[config.mk]
export PLATFORM = sky130hd
export DESIGN_NAME = fetch_unit
export DESIGN_NICKNAME = d
export VERILOG_FILES = /design/src/rtl/fetch_unit.sv
export SDC_FILE = /design/constraint.sdc
export NUM_CORES = 1
export LEC_CHECK = 0
export CORE_MARGIN = 4
export CORE_UTILIZATION = 47
export CTS_CLUSTER_SIZE = 10
export DETAILED_ROUTE_END_ITERATION = 7
export GPL_ROUTABILITY_DRIVEN = 1
export MAX_ROUTING_LAYER = met4
export PLACE_DENSITY = 0.74
export SYNTH_ARGS = -nofsm -noshare
export SYNTH_HDL_FRONTEND = slang
export SYNTH_SLANG_ARGS = --single-unit
[constraint.sdc]
create_clock -name clk -period 2.2 [get_ports clk]
set_input_delay 0.22 -clock clk [delete_from_list [all_inputs] [get_ports clk]]
set_output_delay 0.22 -clock clk [all_outputs]
set_load 0.1 [all_outputs]
[src/rtl/fetch_unit.sv]
`default_nettype none
// ============================================================================
//  Module      : fetch_unit
//  Description : Instruction-fetch initiator. Drives the word address into a
//                combinational instruction memory, buffers returned words
//                together with their byte PC in a small FIFO, and presents
//                {pc, instr} to decode over a valid/ready handshake. A
//                redirect reloads the PC and flushes the buffer.
//  Revision    : 1.0 - initial release
// ============================================================================
module fetch_unit #(
  parameter int          ADDR_W   = 13,
  parameter int          DATA_W   = 32,
  parameter int          DEPTH    = 2,
  parameter logic [31:0] RESET_PC = 32'h0000_0000
) (
  input  logic              clk,
  input  logic              rst_n,
  input  logic              fetch_en,
  output logic [ADDR_W-1:0] imem_addr,
  input  logic [DATA_W-1:0] imem_data,
  input  logic              redirect_valid,
  input  logic [31:0]       redirect_pc,
  output logic              instr_valid,
  input  logic              instr_ready,
  output logic [DATA_W-1:0] instr_data,
  output logic [31:0]       instr_pc
);

  localparam int PTR_W = (DEPTH > 1) ? $clog2(DEPTH) : 1;
  localparam logic [PTR_W:0] C_DEPTH = (PTR_W+1)'(DEPTH);

  typedef enum logic [0:0] {
    S_IDLE = 1'b0,
    S_RUN  = 1'b1
  } state_t;

  state_t            r_state;
  state_t            w_state_nxt;
  logic [31:0]       r_pc;
  logic [DATA_W-1:0] r_fifo_data [DEPTH];
  logic [31:0]       r_fifo_pc   [DEPTH];
  logic [PTR_W-1:0]  r_rd_ptr;
  logic [PTR_W-1:0]  r_wr_ptr;
  logic [PTR_W:0]    r_count;
  logic              w_push;
  logic              w_pop;
  logic              w_full;
  logic [31:0]       w_redirect_pc;
  logic              w_unused_rpc_bits;

  // Byte offset of a redirect target is meaningless for word fetch.
  assign w_redirect_pc     = {redirect_pc[31:2], 2'b00};
  assign w_unused_rpc_bits = ^redirect_pc[1:0];

  assign imem_addr   = r_pc[ADDR_W+1:2];
  assign instr_valid = (r_count != '0);
  assign w_full      = (r_count == C_DEPTH);
  assign w_pop       = instr_valid & instr_ready;
  // Head fields read as zero when the buffer is empty.
  assign instr_data  = instr_valid ? r_fifo_data[r_rd_ptr] : '0;
  assign instr_pc    = instr_valid ? r_fifo_pc[r_rd_ptr]   : '0;

  // State register.
  always_ff @(posedge clk or negedge rst_n) begin
    if (!rst_n) begin
      r_state <= S_IDLE;
    end else begin
      r_state <= w_state_nxt;
    end
  end

  // Next-state and push decision; a redirect always wins over a push, and a
  // full buffer only accepts a new word when the head leaves the same cycle.
  always_comb begin
    w_state_nxt = r_state;
    w_push      = 1'b0;
    case (r_state)
      S_IDLE: begin
        if (fetch_en) w_state_nxt = S_RUN;
      end
      S_RUN: begin
        if (!fetch_en) w_state_nxt = S_IDLE;
        w_push = fetch_en & ~redirect_valid & (~w_full | w_pop);
      end
      default: begin
        w_state_nxt = S_IDLE;
      end
    endcase
  end

  // Program counter: redirect reloads it, each push advances one word.
  always_ff @(posedge clk or negedge rst_n) begin
    if (!rst_n) begin
      r_pc <= RESET_PC;
    end else if (redirect_valid) begin
      r_pc <= w_redirect_pc;
    end else if (w_push) begin
      r_pc <= r_pc + 32'd4;
    end
  end

  // Buffer pointers and occupancy; a redirect discards everything left
  // after this cycle's pop.
  always_ff @(posedge clk or negedge rst_n) begin
    if (!rst_n) begin
      r_rd_ptr <= '0;
      r_wr_ptr <= '0;
      r_count  <= '0;
    end else if (redirect_valid) begin
      r_rd_ptr <= '0;
      r_wr_ptr <= '0;
      r_count  <= '0;
    end else begin
      if (w_pop)  r_rd_ptr <= r_rd_ptr + 1'b1;
      if (w_push) r_wr_ptr <= r_wr_ptr + 1'b1;
      case ({w_push, w_pop})
        2'b10:   r_count <= r_count + 1'b1;
        2'b01:   r_count <= r_count - 1'b1;
        default: r_count <= r_count;
      endcase
    end
  end

  // Buffer storage: the memory word is captured at the edge ending the push.
  always_ff @(posedge clk or negedge rst_n) begin
    if (!rst_n) begin
      for (int i = 0; i < DEPTH; i++) begin
        r_fifo_data[i] <= '0;
        r_fifo_pc[i]   <= '0;
      end
    end else if (w_push) begin
      r_fifo_data[r_wr_ptr] <= imem_data;
      r_fifo_pc[r_wr_ptr]   <= r_pc;
    end
  end

endmodule
`default_nettype wire
# Yosys cells after proc, flatten, opt, wreduce, memory -nomap -nowiden
# Index checks and enable logic that the tools add are counted.
# W data, S select, Z words.
dict set report word_totals {
  output_inout_bits 78
  mem_bits_ro 0
  n_memories 0
  latch_bits 0
  ram_bits 0
  in_bits 69
  word_cells 55
  ff_bits 165
}
dict set report op_classes {
  div_mod_pow 0
  n_bitwise 8
  n_mux 22
  shifts 0
  n_addsub 5
  eq_ne 3
  multipliers 0
  reduce_logical 5
  magnitude_cmp 3
}
# cell count
set op_table {}
lappend op_table {{$mux W32} 11}
lappend op_table {{$bwmux W64} 2}
lappend op_table {{$add A32 B3 Y32 const B} 1}
lappend op_table {{$demux W32 S1} 1}
lappend op_table {{$mux W1} 6}
lappend op_table {{$reduce_bool A2 Y1} 3}
lappend op_table {{$eq A2 B2 Y1 const B} 2}
lappend op_table {{$ge A2 B2 Y1 const B} 2}
lappend op_table {{$not A1 Y2} 2}
lappend op_table {{$pmux W2 S2} 1}
lappend op_table {{$and A1 B1 Y1} 3}
lappend op_table {{$reduce_bool A3 Y1} 1}
lappend op_table {{$add A1 B1 Y1 const B} 2}
lappend op_table {{$add A2 B1 Y2 const B} 1}
lappend op_table {{$eq A2 B1 Y1 const B} 1}
lappend op_table {{$lt A2 B1 Y1 const B} 1}
lappend op_table {{$mux W2} 1}
lappend op_table {{$not A1 Y1} 2}
lappend op_table {{$sub A2 B1 Y2 const B} 1}
lappend op_table {{$logic_and A1 B1 Y1} 1}
lappend op_table {{$or A1 B1 Y1} 1}

# Longest topological paths before layout
dict set report logic_depth {
  word_depth 8
  depth_mapped 7
}

# Least setup slack after synthesis
# No wires, ideal clock.
dict set report synth_path {
  path_kind {reg-to-output}
  start {register r_rd_ptr}
  end {output port instr_data[0]}
  path_stages_with_launch 5
  n_path_buf 2
  slack_ps -495
  t_arrival_ps 2475
  t_required_ps 1980
  path_cell_list {dfrtp_1 clkbuf_1 buf_1 mux2i_1 nor2_1}
}
dict set report synth_via {
  elab_chain_len 5
}
# element line
set synth_lines {}
lappend synth_lines {{start: declaration} 43} ;# logic [PTR_W-1:0] r_rd_ptr;
lappend synth_lines {{start signal: assignment} 115} ;# if (w_pop) r_rd_ptr <= r_rd_ptr + 1'b1;
lappend synth_lines {{$not A1 Y2 (implied by the code)} 61} ;# assign instr_data = instr_valid ? r_fifo_data[r_rd_ptr] : '0;
lappend synth_lines {{$mux W32 (implied by the code) (3 in a row)} 61}
lappend synth_lines {{$mux W32} 61}
lappend synth_lines {{end: declaration} 26} ;# output logic [DATA_W-1:0] instr_data,
# Every way passes these cells. The select of a mux whose other input is x is not followed.

# Final worst setup path
dict set report layout_path {
  start {register r_rd_ptr}
  end {output port instr_pc[6]}
}
dict set report layout_via {
  elab_chain_len 5
}
# element line
set layout_lines {}
lappend layout_lines {{$not A1 Y2 (implied by the code)} 62} ;# assign instr_pc = instr_valid ? r_fifo_pc[r_rd_ptr] : '0;
lappend layout_lines {{$mux W32 (implied by the code) (3 in a row)} 62}
lappend layout_lines {{$mux W32} 62}
lappend layout_lines {{end: declaration} 27} ;# output logic [31:0] instr_pc
# Every way passes these cells. The select of a mux whose other input is x is not followed.

==> results.cfg <==
[logic_synthesis]
synth_simple_gate_area_share_pct = 11.9
synthMuxAreaShare_pct = 26.6
synth-edff-count = 0
ys_ff_latch = 159
async_reset_ff_share_pct = 100
ys_warn_count = 0
netlist_area_um2 = 7660
yosysSeqAreaShare_pct = 51.9
synth_top_family_by_area = multiplexers
synth_adder_area_share_pct = 0.163
synth_xor_area_share_pct = 1.14
syn_avg_cell_area_um2 = 11.7
ys_types = 41
postSynthCellCount = 653
ys.flop_type = dfrtp_1
synth_compound_area_share_pct = 4.13

[hold_path]
hold_class = primary input to register
min_path_cells = 1
hold_start = fetch_en

[worst_setup_path]
cp_data_arrival_time_ns = 1.93
r2r_end = r_pc[15]
worstReg2RegStart = r_count[1]
startpoint_type = register
worstPathCellList = buf_4, mux2i_1, nor2_4, buf_12
cp.depth = 4
worstPathRequired_ns = 1.98
path_buf_inv = 2
critical_path_class = register to primary output
endpoint = instr_pc[6]
cp_top_family = buffers and inverters
rrSetupSlack_ns = 0.12
crit_path_start = r_rd_ptr
cp-end-kind = primary output
path_max_fanout = 26
worst_path_largest_cell_delay_ns = 0.44
reg2regPathDepth = 5
critPathSlowestCell = buf_4

[layout]
fin_nets = 871
fill_cells = 1093
drive_above_1_share_pct = 42.3
regArea_um2 = 3980
multiInputGateArea_um2 = 3780
syn_to_final_growth_pct = 45.4

[global_routing]
grt_pass1_wl_um = 31300
grt_pass1_vias = 6097
grt_util_all_layers_pct = 22.1
grt-ovfl-total = 0
antenna_found_initial = 1
grt_max_degree = 63

[clocking]
htreeDepth = 4
cts_tree = yes
cts_sinks = 159
clk_pin_slew_ns = 0.06
cts_made_buffers = 17
cts_buffer_depth = 2
cts_resized = 0
cts-root-buf = clkbuf_16
insertion_delay_ns = 0.43

[status]
status = finished, final reports clean

[drt]
drc = 0
drt-total-wl_um = 19000
vias = 5657
drt-pass1-iter-count = 5
drt_iter0_drc = 320
drt-wirelength-per-cell_um = 18.4
ant_nets = 0
vias_per_cell = 5.49

[die]
io_pins = 147
start_util_pct = 48.0
die-area_um2 = 18400
die_w_um = 136
die_y_um = 136
core_um2 = 15900
rows = 46

[timing]
period_share_pct = 97.7
fin_crit_ns = 2.15
max-slew-margin-rel_pct = 65.8
rsz0062_at_grt = no
fin_skew_ns = 0.00705
tightest_slew_ns = 0.510
report.final.slew_viol_count = 0
hold_viol_final = 0
setup_violations = 0
setup_slack_ns = 0.0516
max_freq_ghz = 0.465

[placed_design]
dp_slack_ns = -0.0148
detailed_place_hpwl_um = 13300
gp_congestion = 0.786
place.port_buffers = 142

[flow_run]
cap_violations = 0

[power_and_ir_drop]
leakage_nw = 4.39
powerDensity_nw_per_um2 = 920
p_total_mw = 10.2
ir_drop_uv = 612
==> worst register-to-register path, delay by kind of cell, from the launching register on <==
kind	cells	cell delay, ns
AND/OR/NAND/NOR	3	1.08
flip-flops	1	0.47
AO/OA/AOI/OAI	1	0.23
buffers and inverters	1	0.22
==> power by group <==
group | leakage [nW] | internal [mW] | switching (mW)
combinational | 2.17 | 1.38 | 1.89
clock | 0.293 | 1.76 | 1.20
sequential | 1.92 | 3.61 | 0.400
total | 4.39 | 6.75 | 3.49
==> through the flow <==
step,util (%),area [µm²],cells,TNS [ns],hold slack [ns]
after floorplan,-,8050,654,-0.654,-0.0756
after global placement,65.8,10500,994,0,0.181
after detailed placement,65.8,10500,994,-0.0148,0.186
after CTS,69.9,11100,1030,0,0.289
after global routing,69.9,11100,1031,0,0.305
final,69.9,11100,1031,0,0.294
==> state kept, by name, indices dropped and copies added (netlist names) <==
signal       cells
r_fifo_data     64
r_fifo_pc       60
r_pc            30
r_count          2
r_rd_ptr         1
r_state          1
r_wr_ptr         1
==> cells by family after synthesis <==
group,count (synthesis)
adder cells (fa/ha/maj),1
AO/OA/AOI/OAI,49
buffers and inverters,62
other,1
AND/OR/NAND/NOR,183
multiplexers,188
XOR/XNOR,10
flip-flops,159
==> final cells by class <==
| type | instances | share of cell area [%] |
|---|---|---|
| tap | 216 | 2.43 |
| timing repair buffer | 186 | 22.4 |
| clock buffer | 20 | 4.19 |
| antenna | 1 | 0.0225 |
| sequential | 159 | 35.8 |
| clock inverter | 12 | 1.17 |
| multi-input combinational | 433 | 33.9 |
| inverter | 4 | 0.135 |
==> synth_stat cells, types with 4 or more instances <==
library cell | n | area (µm²)
a31oi_1 | 15 | 93.8
and4_1 | 6 | 52.6
buf_1 | 5 | 18.8
buf_2 | 12 | 60.1
buf_4 | 15 | 113
clkbuf_1 | 25 | 93.8
dfrtp_1 | 159 | 3980
mux2_2 | 124 | 1400
mux2i_1 | 64 | 641
nand2_1 | 27 | 101
nand3_1 | 16 | 80.1
nand4_1 | 9 | 56.3
nor2_1 | 84 | 315
nor3_1 | 4 | 20.0
o211ai_1 | 4 | 30.0
o21ai_0 | 12 | 60.1
o31ai_1 | 14 | 105
or4_1 | 18 | 135
xnor2_1 | 8 | 70.1
==> metal layers <==
layer	part of all wire, %	global-route usage, %
met2	51	36.4
met1	43	27.9
met3	5.5	4.87
met4	1.2	6.10
met5	0	-
==> placed cells by master (no fill, tap or decap), types with 3 or more instances in the layout <==
cell type,synthesis,layout
dfrtp_1,159,158
mux2_2,124,124
buf_12,0,74
clkdlybuf4s50_1,0,65
mux2i_1,64,64
nor2_4,0,49
buf_4,15,45
nand2_1,27,27
nor2_1,84,23
or4_1,18,18
clkbuf_16,0,17
nand3_1,16,16
a31oi_1,15,15
o31ai_1,14,14
nor2_2,0,12
o21ai_0,12,12
nand4_1,9,9
xnor2_1,8,8
and4_1,6,6
nor3_1,4,4
o211ai_1,4,4
clkinv_2,0,4
inv_1,3,3
nor4_1,3,3
clkbuf_8,0,3
inv_6,0,3
==> worst min path at each step <==
stage                                  to  slack (ns)
final                             r_state        0.29
after detailed placement  r_fifo_data[45]        0.19
after global placement    r_fifo_data[13]        0.18
after CTS                         r_state        0.29
after floorplan                r_count[0]       -0.08
after global routing              r_state        0.30
==> what timing repair did <==
| item | in CTS | in global routing |
|---|---|---|
| hold endpoints to repair | 46 | 0 |
| pin swaps | 1 | 1 |
| setup endpoints to repair | 44 | 1 |
| buffers inserted | 3 | 0 |
| hold buffers | 1 | 0 |
(Power assumes the default switching activity.)
